File: config.mk
export PLATFORM = sky130hd
export DESIGN_NAME = cereal_rx
export DESIGN_NICKNAME = d
export VERILOG_FILES = /design/src/rtl/cereal_rx.sv
export SDC_FILE = /design/constraint.sdc
export NUM_CORES = 1
export LEC_CHECK = 0
export BUFFER_PORTS_ARGS = -buffer_cell sky130_fd_sc_hd__buf_4
export CORE_MARGIN = 5
export CORE_UTILIZATION = 62
export DETAILED_ROUTE_END_ITERATION = 12
export PLACE_DENSITY_LB_ADDON = 0.2
export SYNTH_ARGS = -nofsm -noshare
export SYNTH_HDL_FRONTEND = slang
export SYNTH_SLANG_ARGS = --single-unit
File: constraint.sdc
create_clock -name sysclk -period 4.7 [get_ports sysclk]
set_clock_uncertainty 0.2 [all_clocks]
set_input_delay 0.235 -clock sysclk [delete_from_list [all_inputs] [get_ports sysclk]]
set_output_delay 0.235 -clock sysclk [all_outputs]
set_load 0.05 [all_outputs]
File: src/rtl/cereal_rx.sv
// cereal_rx: 8N1 serial receiver that assembles CR/LF-terminated words in a 64x8 buffer.
// Define RX_PARITY_EN to receive 8E1 frames (even parity bit after the data bits).
module cereal_rx #(
  parameter int CLKS_PER_BIT = 10417,
  parameter int MAX_LEN      = 63
) (
  input  logic       sysclk,
  input  logic       rst_n,
  input  logic       rx,
  input  logic [5:0] rd_addr,
  output logic [7:0] rd_data,
  output logic [7:0] byte_data,
  output logic       byte_valid,
  output logic       frame_err,
  output logic       par_err,
  output logic       word_done,
  output logic [5:0] word_len,
  output logic       busy
);

  localparam int CW = $clog2(CLKS_PER_BIT);
  localparam logic [CW-1:0] HALF = CW'(CLKS_PER_BIT / 2 - 1);
  localparam logic [CW-1:0] FULL = CW'(CLKS_PER_BIT - 1);
  localparam logic [5:0] MAXL = 6'(MAX_LEN);

`ifdef RX_PARITY_EN
  typedef enum logic [2:0] {
    IDLE, START, DATA, PARITY, STOP, WAIT_IDLE
  } state_e;
`else
  typedef enum logic [2:0] {
    IDLE, START, DATA, STOP, WAIT_IDLE
  } state_e;
`endif

  state_e state_q, state_d;

  logic          rx_meta_q, rx_s_q;
  logic [CW-1:0] cnt_q, cnt_d;
  logic [2:0]    bit_q, bit_d;
  logic [7:0]    shift_q, shift_d;
  logic          pend_q, pend_d;
  logic [7:0]    byte_data_q, byte_data_d;
  logic          byte_valid_q, byte_valid_d;
  logic          frame_err_q, frame_err_d;
  logic          word_done_q, word_done_d;
  logic [5:0]    word_len_q, word_len_d;
  logic [5:0]    wr_ptr_q, wr_ptr_d;
  logic [7:0]    rd_data_q, rd_data_d;
  logic          wr_en;
  logic [5:0]    next_cnt;
  logic          is_eol;

  logic [7:0]    mem_q [64];

`ifdef RX_PARITY_EN
  logic          par_ok_q, par_ok_d;
  logic          par_err_q, par_err_d;
`endif

  // Frame decoder: start-bit check, mid-bit sampling, stop-bit validation
  always_comb begin
    state_d     = state_q;
    cnt_d       = cnt_q + CW'(1);
    bit_d       = bit_q;
    shift_d     = shift_q;
    pend_d      = 1'b0;
    frame_err_d = 1'b0;
`ifdef RX_PARITY_EN
    par_ok_d    = par_ok_q;
    par_err_d   = 1'b0;
`endif
    unique case (state_q)
      IDLE: begin
        cnt_d = '0;
        if (!rx_s_q) state_d = START;
      end
      START: begin
        if (cnt_q == HALF) begin
          cnt_d   = '0;
          bit_d   = 3'd0;
          state_d = rx_s_q ? IDLE : DATA;
        end
      end
      DATA: begin
        if (cnt_q == FULL) begin
          cnt_d   = '0;
          shift_d = {rx_s_q, shift_q[7:1]};
          bit_d   = bit_q + 3'd1;
          if (bit_q == 3'd7) begin
`ifdef RX_PARITY_EN
            state_d = PARITY;
`else
            state_d = STOP;
`endif
          end
        end
      end
`ifdef RX_PARITY_EN
      PARITY: begin
        if (cnt_q == FULL) begin
          cnt_d    = '0;
          par_ok_d = (rx_s_q == ^shift_q);
          state_d  = STOP;
        end
      end
`endif
      STOP: begin
        if (cnt_q == FULL) begin
          cnt_d       = '0;
          frame_err_d = !rx_s_q;
          state_d     = rx_s_q ? IDLE : WAIT_IDLE;
`ifdef RX_PARITY_EN
          par_err_d   = !par_ok_q;
          pend_d      = rx_s_q && par_ok_q;
`else
          pend_d      = rx_s_q;
`endif
        end
      end
      WAIT_IDLE: begin
        cnt_d = '0;
        if (rx_s_q) state_d = IDLE;
      end
      default: state_d = IDLE;
    endcase
  end

  // Word assembly on each delivered byte; CR/LF closes a non-empty word
  always_comb begin
    byte_valid_d = pend_q;
    byte_data_d  = pend_q ? shift_q : byte_data_q;
    word_done_d  = 1'b0;
    word_len_d   = word_len_q;
    wr_ptr_d     = wr_ptr_q;
    wr_en        = 1'b0;
    next_cnt     = wr_ptr_q + 6'd1;
    is_eol       = (shift_q == 8'h0D) || (shift_q == 8'h0A);
    rd_data_d    = mem_q[rd_addr];
    if (pend_q) begin
      if (is_eol) begin
        if (wr_ptr_q != 6'd0) begin
          word_done_d = 1'b1;
          word_len_d  = wr_ptr_q;
          wr_ptr_d    = 6'd0;
        end
      end else begin
        wr_en    = 1'b1;
        wr_ptr_d = next_cnt;
        if (next_cnt == MAXL) begin
          word_done_d = 1'b1;
          word_len_d  = MAXL;
          wr_ptr_d    = 6'd0;
        end
      end
    end
  end

  // State, synchronizer and output registers
  always_ff @(posedge sysclk or negedge rst_n) begin
    if (!rst_n) begin
      rx_meta_q    <= 1'b1;
      rx_s_q       <= 1'b1;
      state_q      <= IDLE;
      cnt_q        <= '0;
      bit_q        <= 3'd0;
      shift_q      <= 8'h00;
      pend_q       <= 1'b0;
      byte_data_q  <= 8'h00;
      byte_valid_q <= 1'b0;
      frame_err_q  <= 1'b0;
      word_done_q  <= 1'b0;
      word_len_q   <= 6'd0;
      wr_ptr_q     <= 6'd0;
      rd_data_q    <= 8'h00;
`ifdef RX_PARITY_EN
      par_ok_q     <= 1'b1;
      par_err_q    <= 1'b0;
`endif
    end else begin
      rx_meta_q    <= rx;
      rx_s_q       <= rx_meta_q;
      state_q      <= state_d;
      cnt_q        <= cnt_d;
      bit_q        <= bit_d;
      shift_q      <= shift_d;
      pend_q       <= pend_d;
      byte_data_q  <= byte_data_d;
      byte_valid_q <= byte_valid_d;
      frame_err_q  <= frame_err_d;
      word_done_q  <= word_done_d;
      word_len_q   <= word_len_d;
      wr_ptr_q     <= wr_ptr_d;
      rd_data_q    <= rd_data_d;
`ifdef RX_PARITY_EN
      par_ok_q     <= par_ok_d;
      par_err_q    <= par_err_d;
`endif
    end
  end

  // Word buffer storage, not cleared by reset
  always_ff @(posedge sysclk) begin
    if (wr_en) mem_q[wr_ptr_q] <= shift_q;
  end

  assign rd_data    = rd_data_q;
  assign byte_data  = byte_data_q;
  assign byte_valid = byte_valid_q;
  assign frame_err  = frame_err_q;
  assign word_done  = word_done_q;
  assign word_len   = word_len_q;
  assign busy       = (state_q != IDLE);
`ifdef RX_PARITY_EN
  assign par_err    = par_err_q;
`else
  assign par_err    = 1'b0;
`endif

endmodule

# After elaboration in Yosys (flattened, before gate mapping)
# Memories as Yosys holds them, arrays and structs flattened. A register that Yosys moved wholly into a read port is not among the register bits.
# Index checks and enable logic that the tools add are counted.
# totals
regBits	54
latchBits	0
ram_bits	512
mem_bits_ro	0
in_bits	9
elab_cells	82
mem_count	1
# mem_list
memory	words	width	read_ports	rd_clocked_by_memory_dff	wr	line_no	rtl
mem_q	64	8	1	1	1	54	logic [7:0] mem_q [64];
# classes
add_sub_neg	3
mul	0
div	0
order_cmp	0
eq_ne	17
shift	0
mux	33
bitwise_logic	0
n_reduce_logical	15
# op_table
op	count
case mux 14 bit (3 select lines)	1
2-to-1 mux 6 bit	6
2-to-1 mux 14 bit	2
2-to-1 mux 3 bit	9
== test 8 x 4 -> 1 bit (second input constant)	2
case mux 3 bit (5 select lines)	1
adder 14 x 1 -> 14 bit (second input constant)	1
== test 14 x 13 -> 1 bit (second input constant)	1
== test 14 bit (second input constant)	1
2-to-1 mux 1 bit	12
!= test 2 bit (second input constant)	6
adder 6 x 1 -> 6 bit (second input constant)	1
== test 3 x 2 -> 1 bit (second input constant)	2
== test 3 bit (second input constant)	2
== test 6 bit (second input constant)	1
case mux 3 bit (2 select lines)	1
AND reduction 3 bit	2
AND reduction 6 bit	1
nonzero test 6 bit	1
AND reduction 2 bit	2
nonzero test 2 bit	2
OR reduction 2 bit	2
adder 3 x 1 -> 3 bit (second input constant)	1
== test 3 x 1 -> 1 bit (second input constant)	1
other kinds (6)	7

# Logic depth before layout (Yosys ltp)
# depth
depth_word	6
depth_mapped	9

# Worst setup path after synthesis
# Ideal clock, no wire load.
# synth_timing
path_kind	reg-to-reg
start	reg shift_q[1]
end	mem mem_q[59][0] (enable)
setup_ns	0.370
arrival_ns	2.698
path_slack_ns	1.432
path_stages_with_launch	7
path_buffers	1
synth_period_minus_slack_ns	3.268
path_cell_list	dfrtp_1 > and3b_1 > o211ai_1 > nand3_1 > or3_1 > clkbuf_1 > nor2_1
# synth_between
elab_chain_cells	6
word_cells_on_any_way	7
classes_between	2 x eq/ne; 4 x mux; 1 x reduce/logical
# synth_rtl
element	line_no	rtl
start, declared	41	logic [7:0] shift_q, shift_d;
start signal, assigned	186	shift_q <= shift_d;
== test 8 x 4 -> 1 bit	138	is_eol = (shift_q == 8'h0D) || (shift_q == 8'h0A);
logical OR 1 bit *	138	
2-to-1 mux 1 bit *	141	if (is_eol) begin
2-to-1 mux 1 bit *	140	if (pend_q) begin
2-to-1 mux 1 bit *	204	if (wr_en) mem_q[wr_ptr_q] <= shift_q;
2-to-1 mux 1 bit (not written as such) *	204	
end, declared	54	
# Mark *: on every way between the ends. The rest lies on a longest branch, timed or not.

# Worst setup path after layout
# layout_timing
start	reg shift_q[2]
end	mem mem_q[48][0] (enable)
# The elaborated chain is that of the path after synthesis.

==> summary.txt <==
Run status
  • Status: finished, final reports clean

Clock tree
  • Clock Latency Late Sink: between 0.5 and 0.6 ns
  • CTS tree: built
  • Clock sinks: between 500 and 600
  • H-tree Lvls: 2
  • Post-CTS setup buffer count: 0
  • Clk buf depth: 3
  • Clock Pin Slew Worst Setup and Hold Paths: ~0.06 ns
  • TritonCTS Buffers: 54
  • Root buf cell: clkbuf_16

Critical path
  • CP max FO: 22
  • CP max-delay cell: nor2_1
  • Critical Path, Cell by Cell: and3b_1, o211ai_1, and3_1, nand2_1, nor2_1
  • CP Launch Type: register
  • Required @ worst endpoint: about 4.7 ns
  • Critical path arrival: roughly 3.4 ns
  • Critical path class: reg2reg
  • Max stage delay on crit path: 0.76 ns
  • Critical Path End Type: register
  • Crit-path leading delay family: simple AND/OR/NAND/NOR gates
  • Buffers & Inverters on Critical Path: 0

Floorplanning
  • Die height: around 200 microns
  • Die area: approximately 40000 sq um
  • Core ar.: 36260 sq um
  • Die Wd: roughly 200 microns
  • Io pins: 36
  • Initial Utilization: 0.6235
  • Row count: 70

Timing
  • RSZ-0062 raised after global routing: false
  • Worst slew margin: 0.3299
  • Final slew viol count: 0
  • Hold_ws: around 0.11 ns
  • Fin crit period: 3.391 ns
  • Post-Route Setup TNS: 0 ns
  • Slew @ Worst Pin: approximately 1.0 ns
  • Endpoints failing setup: 0
  • Peak Freq: 294.9 MHz
  • Period utilization: 0.7214
  • Final hold violation count: 0

Pwr
  • Leakage power: about 7.1 nW
  • Total power draw: 9.822 mW
  • Pwr dens: roughly 390 nW/um^2
  • Maximum vdd drop: ~0.00030 V

Synth
  • Async set-reset flop share out of synthesis: 0.1080
  • Synth top area share: 0.6801
  • Synth unique cells: between 60 and 70
  • Synth Warn #: 0
  • Yosys reg bits: approximately 570
  • Area leader, netlist: edfxtp_1
  • Post-Syn Area: 22610 sq um
  • Avg Inst Size Synth: between 15 and 20 sq um
  • Sequential-to-total area share from yosys stat: 0.7488
  • Mapped Cells: approximately 1100
  • Syn_nets: ~1200
  • Top post-synthesis cells by area: edfxtp_1 68%, mux4_2 12%, dfrtp_1 6.6%, nor2_1 1.7%, mux2i_1 1.7%
  • Synth Flop Type: edfxtp_1
  • Post-synth EDFFs: a little over 500

Layout
  • N_diodes: 0
  • Final Cell Area: ~25000 sq um
  • Share of post-route cells with drive strength above 1: 0.2610
  • Reg area: 16940 sq um
  • Commonest non-fill, non-tap cell in the layout: edfxtp_1
  • Area Growth Syn to Fin: 11.69%
  • FILL cells: between 2000 and 2500
  • Most frequent cells in the layout: 512 x edfxtp_1, 125 x mux4_2, 105 x nor2_1
  • NumNets Final: between 1000 and 1500
  • Multi-input logic area: around 5300 sq um
  • Utilization after layout: 0.6964

Global route
  • Largest net degree at the start of global routing: slightly below 70
  • Vias in the first global route: between 10000 and 15000
  • GRT overflow: 0
  • Overall routing resource usage: 0.2512
  • Antenna violations before repair: 0
  • First-pass GRT wire length: roughly 76000 microns

Place
  • RePlAce Congestion: between 0.8 and 0.9
  • Hpwl dp: 29640 microns
  • Dpl cell area: about 24000 sq um
  • I/O Buffers: 34

Detailed routing
  • Total Wirelength: 49990 microns
  • DR DRC count: 0
  • Pre-antenna DRT Iters: 5
  • Post-route ant nets: 0
  • Vias/cell: about 6.5
  • Via count: approximately 11000
  • WL/cell: ~29 microns
  • Starting DRT DRC Count: roughly 1300

Run
  • Max-capacitance violation count: 0

Hold path
  • Hold Path Class: in2async
Yosys cell counts (3+ instances only):
| master | count |
|---|---|
| mux2_2 | 22 |
| a21oi_1 | 13 |
| nor2b_1 | 5 |
| dfrtp_1 | 60 |
| or2_2 | 4 |
| or3_1 | 5 |
| mux4_2 | 125 |
| edfxtp_1 | 512 |
| mux2i_1 | 39 |
| buf_2 | 25 |
| o22a_1 | 6 |
| nand2b_1 | 3 |
| nand3b_1 | 7 |
| o21ai_0 | 23 |
| a22o_1 | 4 |
| nor3_1 | 3 |
| buf_4 | 9 |
| ha_1 | 7 |
| nand2_1 | 14 |
| o22ai_1 | 9 |
| inv_1 | 9 |
| clkbuf_1 | 23 |
| nand3_1 | 16 |
| nor2_1 | 105 |
| a21o_1 | 4 |
| a22oi_1 | 4 |
| xor2_1 | 8 |
| o31ai_1 | 6 |
| xnor2_1 | 7 |
| a221oi_1 | 6 |
| nand4_1 | 5 |
| and3_1 | 6 |
| or3b_2 | 4 |
| a211oi_1 | 6 |
| buf_1 | 6 |
| o31a_1 | 4 |
layer usage:
| layer | track usage | wire, microns |
|---|---|---|
| met1 | 0.3731 | 19790 |
| met2 | 0.3959 | 24540 |
| met3 | 0.04233 | 4414 |
| met4 | 0.07252 | 1240 |
| met5 | 0 | 0 |
cells by family (layout without fill, tap and decap cells):
kind of cell	Yosys count	count (layout)	synth area share
DFF	574	574	0.7488
xor gates and xnor gates	15	15	0.005811
muxes	187	187	0.1534
and+or+nand+nor	190	190	0.04140
AOI/OAI and AO/OA	99	99	0.03060
adders and majority gates	7	7	0.003874
buffers and inverters	74	199	0.01594
other	1	1	0.0001659
registers in the layout, summed over array words and instances (netlist names), 3 cells and up:
signal     count
mem_q        512
cnt_q         14
byte_data      8
rd_data        8
shift_q        8
word_len       6
wr_ptr_q       6
bit_q          3
state_q        3
final cells by class:
type | instances | area share
clock buffers | 74 | 0.06020
clock inverters | 28 | 0.005896
inverters | 9 | 0.001338
multi-input cells | 499 | 0.2106
flip-flops and latches | 574 | 0.6709
well taps | 468 | 0.02319
repair buffers | 88 | 0.02785
through the flow:
| step | instances | setup WS, ns |
|---|---|---|
| final | 1740 | 1.309 |
| after floorplan | 1147 | 1.432 |
| after CTS | 1740 | 1.343 |
| after global routing | 1740 | 1.154 |
| after detailed placement | 1634 | 1.324 |
| after global placement | 1634 | 1.473 |
worst register-to-register path: stages, from the launching register on:
cell	delay (ns)
dfrtp_2	0.58
and3b_1	0.27
o211ai_1	0.43
and3_1	0.29
nand2_1	0.48
nor2_1	0.77
where the power goes:
| group | switching [mW] | leakage (nW) | internal, mW |
|---|---|---|---|
| Sequential | 0.00258 | 4.33 | 5.48 |
| Clock | 1.81 | 0.821 | 2.31 |
| Combinational | 0.144 | 1.94 | 0.0781 |
worst paths after layout:
kind                                         from                      to  slack (ns)  depth (start not counted)
max                        shift_q[2]$_DFFE_PN0P_  mem_q[48][0]$_DFFE_PP_        1.31                          5
min                                         rst_n  state_q[1]$_DFFE_PN0P_        0.11                          2
max reg2reg                shift_q[2]$_DFFE_PN0P_  mem_q[48][0]$_DFFE_PP_        1.31                          5
min reg2reg                   rx_meta_q$_DFF_PN1_        rx_s_q$_DFF_PN1_        0.16                          0
max in group asynchronous                   rst_n  shift_q[3]$_DFFE_PN0P_        3.56                          2
min in group sysclk                            rx     rx_meta_q$_DFF_PN1_        0.11                          2
repair_timing:
action / 4_1_cts / 5_1_grt
hold buffers: 4 / 0
endpoints found under the hold margin: 68 / 0
resized for setup: 0 / 0
Power figures use the tool's default switching activity.
